`src/rtl/toggle_cover_pkg.sv`:
```
// Shared types and helpers for the toggle-cover collector.
// Point ids are {bit, dir}; popcount counts newly covered points per cycle.
package toggle_cover_pkg;

  typedef enum logic {
    DIR_RISE = 1'b0,
    DIR_FALL = 1'b1
  } tc_dir_e;

  // Generous fixed widths so the helpers serve any legal WIDTH of the collector.
  localparam int ID_MAX_W = 16;
  localparam int POP_MAX  = 512;
  localparam int POP_W    = 10;

  // Cover point id: bit index in the upper bits, direction in the LSB.
  function automatic logic [ID_MAX_W-1:0] point_id(input logic [ID_MAX_W-2:0] bit_idx,
                                                   input tc_dir_e dir);
    return {bit_idx, dir};
  endfunction

  // Number of set bits in a (zero-extended) vector.
  function automatic logic [POP_W-1:0] popcount(input logic [POP_MAX-1:0] vec);
    logic [POP_W-1:0] cnt;
    cnt = {POP_W{1'b0}};
    for (int i = 0; i < POP_MAX; i++) begin
      cnt = cnt + {{(POP_W-1){1'b0}}, vec[i]};
    end
    return cnt;
  endfunction

endpackage

```
`src/rtl/toggle_cover_pick.sv`:
```
// Lowest-set-bit picker: purely combinational priority encoder.
module toggle_cover_pick
  import toggle_cover_pkg::*;
#(
  parameter int  N     = 8,
  localparam int IDX_W = (N > 1) ? $clog2(N) : 1
) (
  input  logic [N-1:0]     req,
  output logic             gnt_valid,
  output logic [IDX_W-1:0] gnt_idx
);

  // Scan from the top down so the lowest set index is the last one written.
  always_comb begin
    gnt_valid = 1'b0;
    gnt_idx   = {IDX_W{1'b0}};
    for (int i = N - 1; i >= 0; i--) begin
      gnt_valid = gnt_valid | req[i];
      gnt_idx   = req[i] ? i[IDX_W-1:0] : gnt_idx;
    end
  end

endmodule

```
`src/rtl/toggle_cover_collector.sv`:
```
// Toggle-cover collector: per-bit edge detection, toggle pulses to the reporters,
// first-hit serialisation over a valid/ready stream and a covered-point counter.
// Optional build macro TOGGLE_COVER_GATE_EN adds the cover_en detection gate.
module toggle_cover_collector
  import toggle_cover_pkg::*;
#(
  parameter int  WIDTH = 120,
  localparam int PT_W  = $clog2(2 * WIDTH)
) (
  input  logic             clock,
  input  logic             reset,
  input  logic [WIDTH-1:0] sig,
  input  logic             clear_cov,
`ifdef TOGGLE_COVER_GATE_EN
  input  logic             cover_en,
`endif
  output logic [WIDTH-1:0] toggle_vld,
  output logic             hit_valid,
  input  logic             hit_ready,
  output logic [PT_W-1:0]  hit_point,
  output logic [PT_W:0]    hit_count
);

  localparam int NPTS = 2 * WIDTH;

  logic [WIDTH-1:0] prev_r;
  logic             armed_r;
  logic [NPTS-1:0]  covered_r;
  logic [NPTS-1:0]  pending_r;

  logic             detect_en_s;
  logic [WIDTH-1:0] rise_s;
  logic [WIDTH-1:0] fall_s;
  logic [NPTS-1:0]  new_s;
  logic [NPTS-1:0]  new_cov_s;
  logic [POP_W-1:0] new_cnt_s;
  logic             pick_en_s;
  logic             gnt_valid_s;
  logic [PT_W-1:0]  gnt_idx_s;
  logic             take_s;
  logic [NPTS-1:0]  picked_mask_s;
  logic [NPTS-1:0]  pending_next_s;
  logic [NPTS-1:0]  covered_next_s;
  logic [PT_W:0]    count_next_s;
  logic             hit_valid_next_s;
  logic [PT_W-1:0]  hit_point_next_s;

  // The first cycle after reset only loads prev, so a stale prev never looks like an edge.
`ifdef TOGGLE_COVER_GATE_EN
  assign detect_en_s = armed_r & cover_en;
`else
  assign detect_en_s = armed_r;
`endif

  // Edge detection and mapping of edges to not-yet-covered point ids.
  always_comb begin
    logic [ID_MAX_W-1:0] rid;
    logic [ID_MAX_W-1:0] fid;
    rise_s = detect_en_s ? (sig & ~prev_r) : {WIDTH{1'b0}};
    fall_s = detect_en_s ? (~sig & prev_r) : {WIDTH{1'b0}};
    new_s  = {NPTS{1'b0}};
    rid    = {ID_MAX_W{1'b0}};
    fid    = {ID_MAX_W{1'b0}};
    for (int b = 0; b < WIDTH; b++) begin
      rid = point_id(b[ID_MAX_W-2:0], DIR_RISE);
      fid = point_id(b[ID_MAX_W-2:0], DIR_FALL);
      new_s[rid[PT_W-1:0]] = rise_s[b] & ~covered_r[rid[PT_W-1:0]];
      new_s[fid[PT_W-1:0]] = fall_s[b] & ~covered_r[fid[PT_W-1:0]];
    end
  end

  // Edges seen in a clear cycle still pulse toggle_vld but never count as coverage.
  assign new_cov_s = clear_cov ? {NPTS{1'b0}} : new_s;
  assign new_cnt_s = popcount({{(POP_MAX-NPTS){1'b0}}, new_cov_s});

  toggle_cover_pick #(.N(NPTS)) u_pick (
    .req       (pending_r),
    .gnt_valid (gnt_valid_s),
    .gnt_idx   (gnt_idx_s)
  );

  // Stream control: pick only when the output slot is free or being handed over.
  always_comb begin
    pick_en_s     = ~hit_valid | hit_ready;
    take_s        = pick_en_s & gnt_valid_s & ~clear_cov;
    picked_mask_s = take_s ? ({{(NPTS-1){1'b0}}, 1'b1} << gnt_idx_s) : {NPTS{1'b0}};
    if (pick_en_s) begin
      hit_valid_next_s = take_s;
    end else begin
      hit_valid_next_s = hit_valid;
    end
    if (take_s) begin
      hit_point_next_s = gnt_idx_s;
    end else begin
      hit_point_next_s = hit_point;
    end
  end

  // Coverage bookkeeping; a clear flushes everything but the in-flight hit.
  always_comb begin
    if (clear_cov) begin
      pending_next_s = {NPTS{1'b0}};
      covered_next_s = {NPTS{1'b0}};
      count_next_s   = {(PT_W+1){1'b0}};
    end else begin
      pending_next_s = (pending_r & ~picked_mask_s) | new_cov_s;
      covered_next_s = covered_r | new_cov_s;
      count_next_s   = hit_count + new_cnt_s[PT_W:0];
    end
  end

  // State and output registers; reset takes priority over everything.
  always_ff @(posedge clock) begin
    if (reset) begin
      prev_r     <= {WIDTH{1'b0}};
      armed_r    <= 1'b0;
      covered_r  <= {NPTS{1'b0}};
      pending_r  <= {NPTS{1'b0}};
      toggle_vld <= {WIDTH{1'b0}};
      hit_valid  <= 1'b0;
      hit_point  <= {PT_W{1'b0}};
      hit_count  <= {(PT_W+1){1'b0}};
    end else begin
      prev_r     <= sig;
      armed_r    <= 1'b1;
      covered_r  <= covered_next_s;
      pending_r  <= pending_next_s;
      toggle_vld <= rise_s | fall_s;
      hit_valid  <= hit_valid_next_s;
      hit_point  <= hit_point_next_s;
      hit_count  <= count_next_s;
    end
  end

endmodule

```
`config.mk`:
```
export PLATFORM = sky130hd
export DESIGN_NAME = toggle_cover_collector
export DESIGN_NICKNAME = d
export VERILOG_FILES = /design/src/rtl/toggle_cover_pkg.sv /design/src/rtl/toggle_cover_pick.sv /design/src/rtl/toggle_cover_collector.sv
export SDC_FILE = /design/constraint.sdc
export NUM_CORES = 2
export LEC_CHECK = 0
export ABC_AREA = 1
export CORE_UTILIZATION = 59
export DETAILED_ROUTE_END_ITERATION = 10
export PLACE_DENSITY = 0.91
export REMOVE_ABC_BUFFERS = 1
export SETUP_SLACK_MARGIN = 0.2
export SLEW_MARGIN = 10
export SYNTH_ARGS = -nofsm -noshare
export SYNTH_HDL_FRONTEND = slang
export SYNTH_SLANG_ARGS = --single-unit
```
`constraint.sdc`:
```
create_clock -name clock -period 12.7 [get_ports clock]
set_input_delay 2.54 -clock clock [delete_from_list [all_inputs] [get_ports clock]]
set_output_delay 2.54 -clock clock [all_outputs]
set_load 0.05 [all_outputs]
```
==> impl_results.md <==
- Crit. Startpoint: pending_r[238]
- Relative slew slack: 0.0543
- Final instance area: 0.0443 mm²
- Synth Area in XOR/XNOR: 0.00121
- Fmax: 68.7 MHz
- Detailed Route WL: between 100000 and 150000 µm
- Critical path capture point type: flop
- Final nets: 5442
- Max-cap viol count: 0
- R2R setup slack: -1850 ps
- Longest Clk Path Bufs: 3
- GR met2 Demand/Resource: 0.632
- Synthesized area: roughly 0.036 mm²
- Post-synthesis area per instance: slightly below 8 µm²
- Reg2reg start: pending_r[238]
- WHS Endpoint: covered_r[149]
- CP max stage delay: 340 ps
- Post-DP Area: 0.0405 mm²
- Slew @ Worst Pin: 1420 ps
- Failing checks: setup timing
- Grt met1 use: 0.510
- Top cells by area, synth: dfxtp_1 (41%), fa_1 (13%), inv_1 (11%)
- Post-synthesis sequential area ratio: 0.410
- Sinks on Clock Net: 739
- Static leakage: 18.6 nW
- RR Endpoint: pending_r[142]
- Hold_sp: covered_r[149]
- Synth top area share: 0.410
- Status: finished, violations left
- Largest net degree at the start of global routing: 219
- Synthesized instance count: 4697
- Worst EP arrival: 15050 ps
- FP Rows: 90
- Root Buffer: clkbuf_16
- Final Setup Violations: 241
- Routability Congestion: 1.10
- Core area: 0.0605 mm²
- CTS hold repair buffers: 0
- Fraction of the mapped netlist area in compound gates: 0.0944
- Synth async-reset ratio: 0
- Yosys top cell by area: dfxtp_1
- Worst setup margin: -1850 ps
- Skew-Pair Late Insertion Delay: between 600 and 700 ps
- # IOs: 262
- Worst-case reg-to-reg path depth: 245
- Largest family of logic cells by synthesized area: simple AND/OR/NAND/NOR gates
- Crit path max fanout: 3
- PwrDens: 192 mW/mm²
- Top FF cell, synth: dfxtp_1
- Total gr overflow: 0
- CTS tree: done
- WP data required: roughly 13000 ps
- RSZ-0062 raised after global routing: yes
- Clock power share: 0.293
- Final hold violation count: 0
- Net Sw Frac: 0.387
- Drt first pass iters: 9
- DP HPWL: 93400 µm
- Via count: roughly 35000
- Area growth, synth to finish: 22.7%
- Final min period: 14550 ps
- DR WL/cell: 22.3 µm
- Min-delay worst type: flop to flop
- Post-synth cell types: 36
- Vias in the first global route: 34200
- Starting Density: 0.597
- Peak VDD IR: about 0.00035 V
- Share of layout cells above drive strength 1: 0.0954
- CP Launch Type: flop
- Die area: about 0.062 mm²
- Yosys warning count: 0
- DR vias/cell: 5.95
- Iter 0 DRT Violations: 4979
- Antenna violations before repair: 8
- Net load switching power: 3.30 mW
- First-pass GRT wire length: 197000 µm
- Total GRT Usage: 0.415
- CP most frequent cell: nand2_1
- Post-synthesis mux area share: 0
- Flop pwr share: 0.287
- Int Power: roughly 5.2 mW
- Tcrit/Tclk final: 1.15
- CTS Buf Count: 78
- Hold path depth: 2
- Pre-CTS setup slack: -1080 ps
- Combinational power share: 0.420
- Slowest-stage cell, CP: dfxtp_2
- Final Power: 8.51 mW
- Met3 Track Usage GR: 0.134
- Fin. max-slew vios: 0
- Simple-gate portion of the synthesized area: 0.224
- H-tree Lvls: 3
- Final ANT Viol Nets: 0
- Adder-Cell Fraction of Synth Area: 0.143
- PortBufs: between 200 and 300
- Drc violations: 0
- CTS clk-pin slew, worst paths: about 60 ps
- Setup CP Type: flop to flop
- Die X: 249 µm
- Synthesized flop and latch total: 739
- GR peak layer: met2
- Die Ht: 249 µm
- Final setup skew: 34.1 ps
- EDFF count, synth: 0
Yosys cell counts (6+ instances only):
master	number
inv_1	1031
dfxtp_1	739
nor2_1	523
nand2_1	516
a21oi_1	480
nor3_1	310
nand3_1	279
fa_1	229
clkbuf_1	154
nand4_1	71
o21ai_1	68
o21ai_0	61
nor4_1	60
ha_1	47
buf_1	33
o31ai_1	32
nor3_2	9
a31oi_1	8
nor2_4	8
nor3_4	6
o21bai_1	6
layout by cell type (no fill, tap or decap), types with 5 or more instances in the layout:
master / synthesis / routed
o31ai_1: 32 / 21
o31ai_2: 0 / 8
clkdlybuf4s50_1: 0 / 259
nor2_1: 523 / 512
o21bai_1: 6 / 6
dfxtp_1: 739 / 736
a21oi_1: 480 / 466
bufinv_16: 0 / 11
nand3_2: 0 / 7
nor2_2: 1 / 10
a31oi_1: 8 / 8
buf_4: 0 / 102
nand2_1: 516 / 484
o21ai_1: 68 / 76
o21ai_2: 0 / 28
nor4_1: 60 / 60
nand4_1: 71 / 71
clkinvlp_4: 0 / 6
nand2_4: 3 / 15
nor3_4: 6 / 12
clkinv_2: 0 / 18
nor3_1: 310 / 310
buf_12: 0 / 17
nand3_1: 279 / 266
inv_6: 0 / 8
inv_2: 3 / 5
o21ai_0: 61 / 25
nand3_4: 0 / 6
clkbuf_8: 0 / 15
ha_1: 47 / 47
inv_1: 1031 / 1027
buf_6: 0 / 74
a21oi_2: 0 / 14
fa_1: 229 / 229
nand2_2: 1 / 21
nor2_4: 8 / 10
clkbuf_16: 0 / 81
worst max-delay path by stage:
stage,depth (start not counted),to,slack (ps)
finish,245,pending_r[142],-1850
global route,245,pending_r[78],-3800
CTS,244,pending_r[7],-1140
detailed placement,244,pending_r[135],-1080
global placement,244,pending_r[135],-970
floorplan,33,hit_count[8],200
critical path: cells and delay by family (launching register included):
family | cells | cell delay, ps
flip-flops | 1 | 340
AO/OA/AOI/OAI | 2 | 310
buffers and inverters | 3 | 430
AND/OR/NAND/NOR | 240 | 13280
power groups by stage:
stage	combinational [mW]	sequential [mW]	clock, mW
finish	3.57	2.45	2.49
CTS	3.43	2.44	2.48
detailed placement	3.28	2.49	0
floorplan	2.12	2.58	0
global placement	3.19	2.49	0
global route	3.88	2.45	2.58
per-layer routing:
metal | share of wire | wire [µm]
met1 | 0.36 | 46700
met2 | 0.43 | 57000
met3 | 0.13 | 17400
met4 | 0.076 | 9950
met5 | 0.00050 | 66
cells by family (layout without fill, tap and decap cells):
group	after synthesis	after routing
AOI/OAI and AO/OA	658	658
xor gates and xnor gates	5	5
adders and majority gates	276	276
buffers and inverters	1224	1632
DFF	739	739
other	0	3
and+or+nand+nor	1795	1795
stage by stage:
step	std cells	hold WS, ps	TNS [ps]	utilization
finish	5890	457	-378460	0.733
global route	5888	471	-852600	0.733
CTS	5878	456	-236970	0.727
detailed placement	5722	447	-211790	0.670
global placement	5722	442	-176990	0.670
floorplan	4509	436	0	-
registers in the layout, summed over array words and instances, names as in the netlist:
register and cells:
hit_valid 1, covered_r 240, pending_r 240, toggle_vld 120
hit_point 8, hit_count 9, prev_r 120, armed_r 1
area by class of cell:
type                            count  area (µm²)
Sequential cell                   739       14800
Timing Repair Buffer              453        4550
Inverter                         1036        3890
Clock buffer                      100        2250
Fill cell                        3986       16200
Antenna cell                        3        7.51
Multi-Input combinational cell   2734       17300
Clock inverter                     43         539
Tap cell                          782         978
repair_timing:
item / CTS / global route
gates resized for setup: 182 / 64
buffers inserted: 13 / 9
setup endpoints to repair: 241 / 241
pin swaps: 41 / 42
gates cloned: 0 / 0
No activity file was read; power rests on OpenSTA's default activity.
